===== src/rtl/rope_flash_reader_pkg.sv =====
// Shared definitions for the rope flash read sequencer.
//  state_t          : sequencer states (IDLE/SETUP/ACCESS/RECOVER)
//  ROPE_ADDR_LIMIT  : first unpopulated rope word address
//  ROPE_DATA_W/ROPE_ADDR_W : flash data and address pin widths
package rope_flash_reader_pkg;

  localparam int unsigned ROPE_DATA_W = 16;
  localparam int unsigned ROPE_ADDR_W = 17;

  localparam logic [15:0] ROPE_ADDR_LIMIT = 16'h4800;

  typedef enum logic [1:0] {
    ST_IDLE    = 2'd0,
    ST_SETUP   = 2'd1,
    ST_ACCESS  = 2'd2,
    ST_RECOVER = 2'd3
  } state_t;

endpackage


===== src/rtl/rope_flash_reader_parity_check.sv =====
// Odd-parity checker for a captured flash word.
//  data    in  16  word read from the flash DQ pins
//  par_err out 1   high when data holds an even number of ones
module rope_parity_check
  import rope_flash_reader_pkg::*;
(
  input  logic [ROPE_DATA_W-1:0] data,
  output logic                   par_err
);

  // Rope words carry odd parity, so an even popcount is an error.
  assign par_err = ~(^data);

endmodule


===== src/rtl/rope_flash_reader.sv =====
// Single-word read sequencer in front of the SST39VF200A rope flash.
// Accepts one fixed-memory read at a time, runs a timed CE_n/OE_n cycle,
// captures DQ, flags parity errors and returns a registered word.
// Addresses at or above ADDR_LIMIT complete immediately with rd_oor.
//  SIM_CLK, SIM_RST          clock, async active-high reset
//  req_valid/req_addr/req_ready   request handshake (ready only in IDLE)
//  rd_valid/rd_data/rd_par_err/rd_oor   one-cycle response
//  A, CE_n, OE_n, WE_n, DQ   flash pins
module rope_flash_reader
  import rope_flash_reader_pkg::*;
#(
  parameter int unsigned ACCESS_CYCLES   = 4,
  parameter int unsigned RECOVERY_CYCLES = 1,
  parameter logic [15:0] ADDR_LIMIT      = ROPE_ADDR_LIMIT
) (
  input  logic                   SIM_CLK,
  input  logic                   SIM_RST,
  input  logic                   req_valid,
  input  logic [15:0]            req_addr,
  output logic                   req_ready,
  output logic                   rd_valid,
  output logic [ROPE_DATA_W-1:0] rd_data,
  output logic                   rd_par_err,
  output logic                   rd_oor,
  output logic [ROPE_ADDR_W-1:0] A,
  output logic                   CE_n,
  output logic                   OE_n,
  output logic                   WE_n,
  input  logic [ROPE_DATA_W-1:0] DQ
);

  localparam int unsigned CNT_MAX = (ACCESS_CYCLES > RECOVERY_CYCLES) ?
                                    ACCESS_CYCLES : RECOVERY_CYCLES;
  localparam int unsigned CNT_W   = (CNT_MAX < 2) ? 1 : $clog2(CNT_MAX);
  localparam logic [CNT_W-1:0] ACC_LOAD = CNT_W'(ACCESS_CYCLES - 1);
  localparam logic [CNT_W-1:0] REC_LOAD = CNT_W'(RECOVERY_CYCLES - 1);

  state_t            state;
  logic [CNT_W-1:0]  cnt;
  logic [15:0]       addr_q;
  logic              dq_par_err;

  rope_parity_check u_parity (
    .data    (DQ),
    .par_err (dq_par_err)
  );

  assign req_ready = (state == ST_IDLE);
  assign A         = {1'b0, addr_q};
  assign WE_n      = 1'b1;

  // Sequencer: state, wait counter and all registered outputs.
  always_ff @(posedge SIM_CLK or posedge SIM_RST) begin
    if (SIM_RST) begin
      state      <= ST_IDLE;
      cnt        <= '0;
      addr_q     <= '0;
      CE_n       <= 1'b1;
      OE_n       <= 1'b1;
      rd_valid   <= 1'b0;
      rd_data    <= '0;
      rd_par_err <= 1'b0;
      rd_oor     <= 1'b0;
    end else begin
      rd_valid <= 1'b0;
      case (state)
        ST_IDLE: begin
          if (req_valid) begin
            if (req_addr >= ADDR_LIMIT) begin
              // Unpopulated address: answer without a flash cycle.
              rd_valid   <= 1'b1;
              rd_data    <= '0;
              rd_par_err <= 1'b0;
              rd_oor     <= 1'b1;
              cnt        <= REC_LOAD;
              state      <= ST_RECOVER;
            end else begin
              addr_q <= req_addr;
              CE_n   <= 1'b0;
              state  <= ST_SETUP;
            end
          end
        end
        ST_SETUP: begin
          OE_n  <= 1'b0;
          cnt   <= ACC_LOAD;
          state <= ST_ACCESS;
        end
        ST_ACCESS: begin
          if (cnt != '0) begin
            cnt <= cnt - CNT_W'(1);
          end else begin
            rd_data    <= DQ;
            rd_par_err <= dq_par_err;
            rd_oor     <= 1'b0;
            rd_valid   <= 1'b1;
            CE_n       <= 1'b1;
            OE_n       <= 1'b1;
            cnt        <= REC_LOAD;
            state      <= ST_RECOVER;
          end
        end
        ST_RECOVER: begin
          if (cnt == '0) state <= ST_IDLE;
          else           cnt   <= cnt - CNT_W'(1);
        end
        default: state <= ST_IDLE;
      endcase
    end
  end

endmodule


===== config.mk =====
export PLATFORM = sky130hd
export DESIGN_NAME = rope_flash_reader
export DESIGN_NICKNAME = d
export VERILOG_FILES = /design/src/rtl/rope_flash_reader_pkg.sv /design/src/rtl/rope_flash_reader_parity_check.sv /design/src/rtl/rope_flash_reader.sv
export SDC_FILE = /design/constraint.sdc
export NUM_CORES = 1
export LEC_CHECK = 0
export ABC_AREA = 1
export CAP_MARGIN = 20
export CORE_MARGIN = 1
export CORE_UTILIZATION = 46
export DETAILED_ROUTE_END_ITERATION = 7
export GPL_TIMING_DRIVEN = 0
export MAX_ROUTING_LAYER = met4
export PLACE_DENSITY = 0.78
export SETUP_SLACK_MARGIN = 0.4
export SKIP_LAST_GASP = 1
export SYNTH_ARGS = -nofsm -noshare
export SYNTH_HDL_FRONTEND = slang
export SYNTH_SLANG_ARGS = --single-unit

===== constraint.sdc =====
create_clock -name SIM_CLK -period 2.25 [get_ports SIM_CLK]
set_clock_uncertainty 0.1 [all_clocks]
set_input_delay 0.45 -clock SIM_CLK [delete_from_list [all_inputs] [get_ports SIM_CLK]]
set_output_delay 0.45 -clock SIM_CLK [all_outputs]
set_load 0.02 [all_outputs]

==> run summary <==
The pin count of the biggest net entering global routing came out at 42. STA puts the critical path data required time at ~1.7 ns. In the global route stage, overall resource usage came out at 0.215.

The worst setup margin came out at around 0.43 ns. The HPWL after detailed placement came out at 3610 µm. The count of boundary I/O pins is 75. The worst-margin pin slew is between 0.8 and 0.9 ns.

The power per standard cell area came out at roughly 1300 nW/µm². The cell with the largest stage delay on the worst path is clkdlybuf4s50_1. In this run the worst hold path is classified as primary input to flop.

The later pin in the worst-skew pair is clocked with a latency of between 0.2 and 0.3 ns. The area fraction of the dominant cell type after synthesis is 0.441. TritonCTS built the clock tree. Setup repair after global routing left no endpoint under its margin. The cell type group with the largest total delay on the critical path is buffers and inverters. For this run, the top clock speed supported by timing is roughly 550 MHz. The die boundary height came out at between 70 and 80 µm. The synthesized area per cell came out at approximately 7.4 µm². The number of antenna violations at the first check in global routing is 0. The combined area of all synthesized cells came out at around 2200 µm².

For this block, the initial DRC count from the detailed router was around 100. The ratio of cells with drive above 1 in the final layout came out at 0.125. The max-slew violation count came out at 0. The number of antenna diodes came out at 0. Once detail routing completed, the nets flagged for antenna violations numbered 0.

Setup violations remaining at the end of the flow were counted as 0. The floorplan step defined a die boundary enclosing just over 5000 µm². The number of unique standard cell types used by synthesis is 20. The ratio of final minimum period to clock period came out at 0.807.

The width of the die came out at just over 70 µm. The overflow left after global routing is 0. Setup total negative slack on the finished layout was measured at 0 ns.

The run finished, with violations left. The final reports fail on design-rule violations. The first global-routing pass estimated about 8400 µm of wire. The count of vias placed by the detailed router is 2029. Counting I/O delays and the setup requirement, the final critical path takes between 1.5 and 2 ns. The number of synthesis warnings is 0. Final hold analysis gives a worst-case slack of 0.322 ns.

The root buffer cell chosen for the clock tree is clkbuf_8. The core region is between 4000 and 5000 µm². The via density per instance came out at ~4.7. The H-tree was split into 2 levels.

The final-report hold violation count came out at 0. Wires add up to 4850 µm. TritonCTS created 5 clock buffers. The delay of the slowest critical-path stage came out at between 0.6 and 0.7 ns. After detailed routing, the number of remaining DRC violations is 9. When the netlist entered floorplanning its net count stood at around 340. The launching element type of the critical path is a flop. The detailed-route wire length per cell came out at around 11 µm. The worst slack after detailed placement came out at roughly 0.13 ns.

Ranked by total cell area, the synthesized netlist is headed by dfrtp_1, nand2_1, inv_1, o21ai_2, ha_1. Max-cap violations in this run came to 0. The starting utilization of the core area is 0.494. The area growth from synthesis to layout came out at 44.3%. Before antenna repair, the detailed router went through 8 iterations.

The number of placement rows is 24. The number of nets in the finished design is about 430. The cell type contributing the most total cell area after synthesis is dfrtp_1.

The remaining max-slew budget at the tightest pin came out at 0.445. The synthesized netlist cell count is slightly below 300. The sequential cell area fraction in the yosys report came out at 0.465. The largest fanout on the critical path came out at 2. After clock tree synthesis, the clock-pin slew on the worst setup and hold paths is about 0.080 ns. The clock passes through at most 2 buffers. STA classifies the critical path endpoint as an output port.

The placer congestion estimate came out at a little under 0.9. The post-synthesis register bit count came out at 41. The number of global-route vias before repair came out at approximately 2000. The arrival time of data at the critical path endpoint came out at 1.27 ns. The clock sink count is 41.

Walking the worst path, the cells encountered are clkdlybuf4s50_1. The largest vdd supply drop came out at 0.646 mV. The class of the most critical setup path is flop to output port.

The number of buffers added on ports is just over 70. The leakage power total came out at between 1.5 and 2 nW. Together, buffers and inverters on the worst path number 1.
==> worst paths after layout <==
check / startpoint / endpoint / slack (ns) / cells after the start
setup / recovery: rd_data[7] / rd_data[7] / 0.43 / 1
hold / removal: req_addr[12] / addr_q[12] / 0.32 / 3
setup reg to reg: state[1] / rd_data[4] / 0.53 / 10
hold reg to reg: addr_q[2] / addr_q[2] / 0.37 / 2
max in group asynchronous: SIM_RST / addr_q[13] / 0.98 / 2
min in group asynchronous: SIM_RST / addr_q[0] / 0.55 / 2
==> logic make-up (layout without fill, tap and decap cells) <==
logic type	count (synthesis)	count (layout)	share of synthesized area
buffers and inverters	43	129	0.0917
DFF	41	41	0.465
and+or+nand+nor	174	174	0.309
xor gates and xnor gates	1	1	0.00396
adders and majority gates	7	7	0.0396
AOI/OAI and AO/OA	29	29	0.0872
other	2	2	0.00340
==> sequential cells by signal, summed over array words and instances, names as in the netlist <==
| register | cells |
|---|---|
| CE_n | 1 |
| cnt | 2 |
| rd_par_err | 1 |
| rd_valid | 1 |
| rd_data | 16 |
| OE_n | 1 |
| addr_q | 16 |
| state | 2 |
| rd_oor | 1 |
==> layer usage <==
| layer | wire [µm] | global-route usage |
|---|---|---|
| met5 | 0 | - |
| met1 | 2140 | 0.261 |
| met3 | 324 | 0.0464 |
| met4 | 41 | 0.0533 |
| met2 | 2340 | 0.365 |
==> cell usage in the layout (no fill, tap or decap), types with 2 or more instances in the layout <==
cell             netlist  layout
dfstp_2                2       2
nor2_4                 2       2
buf_4                  3      10
clkdlybuf4s50_1        0      64
nand2_1              150     150
ha_1                   7       5
conb_1                 2       2
inv_1                 33      31
o21ai_2               11      11
dfrtp_1               39      39
o21ai_0               16      16
nand2_2                2       2
ha_4                   0       2
nor2_1                14      14
dlygate4sd2_1          0       2
buf_6                  4       3
nand3_1                4       4
clkbuf_8               0       5
dlymetal6s2s_1         0       5
inv_2                  3       4
==> synth_stat cells, drive strengths merged <==
master / instances
inv: 36
nand3: 4
conb: 2
a21oi: 1
nand2: 152
o21ai: 27
xnor2: 1
o211ai: 1
buf: 7
nand2b: 1
dfstp: 2
nor2: 17
ha: 7
dfrtp: 39
==> stage by stage <==
stage | utilization | cells | power, mW | cell area (µm²)
CTS | 0.697 | 430 | 4.11 | 3120
detailed placement | 0.670 | 421 | 3.52 | 3000
finish | 0.713 | 435 | 4.16 | 3190
global route | 0.713 | 435 | 4.46 | 3190
floorplan | - | 297 | 2.59 | 2210
global placement | 0.670 | 421 | 3.46 | 3000
==> worst register-to-register path, stage by stage, from the launching register on <==
cell     delay, ns
dfrtp_1       0.41
inv_1         0.11
ha_4          0.20
nand2_1       0.10
o21ai_2       0.07
nor2_2        0.11
nand2_2       0.10
nor2_4        0.13
inv_2         0.05
buf_6         0.15
o21ai_2       0.12
==> power breakdown <==
part,total (mW),internal (mW),switching (mW),leakage (nW)
sequential,1.28,1.09,0.186,0.525
combinational,2.32,1.04,1.27,1.16
clock,0.563,0.322,0.241,0.0540
==> area by class of cell <==
cell class | count | area (µm²)
fillers | 371 | 1280
flip-flops and latches | 41 | 1030
multi-input cells | 213 | 1000
repair buffers | 79 | 778
inverters | 36 | 138
plain buffers | 7 | 71.3
clock buffers | 5 | 68.8
well taps | 52 | 65.1
clock inverters | 2 | 35.0
==> what timing repair did <==
item	CTS	global route
gates cloned	0	0
setup buffers	2	5
gates resized for setup	7	11
hold buffers	0	0
pin swaps	1	5
endpoints found under the hold margin	0	0
endpoints found under the setup margin	19	31
Note: power is estimated with default switching activity, not from simulation.
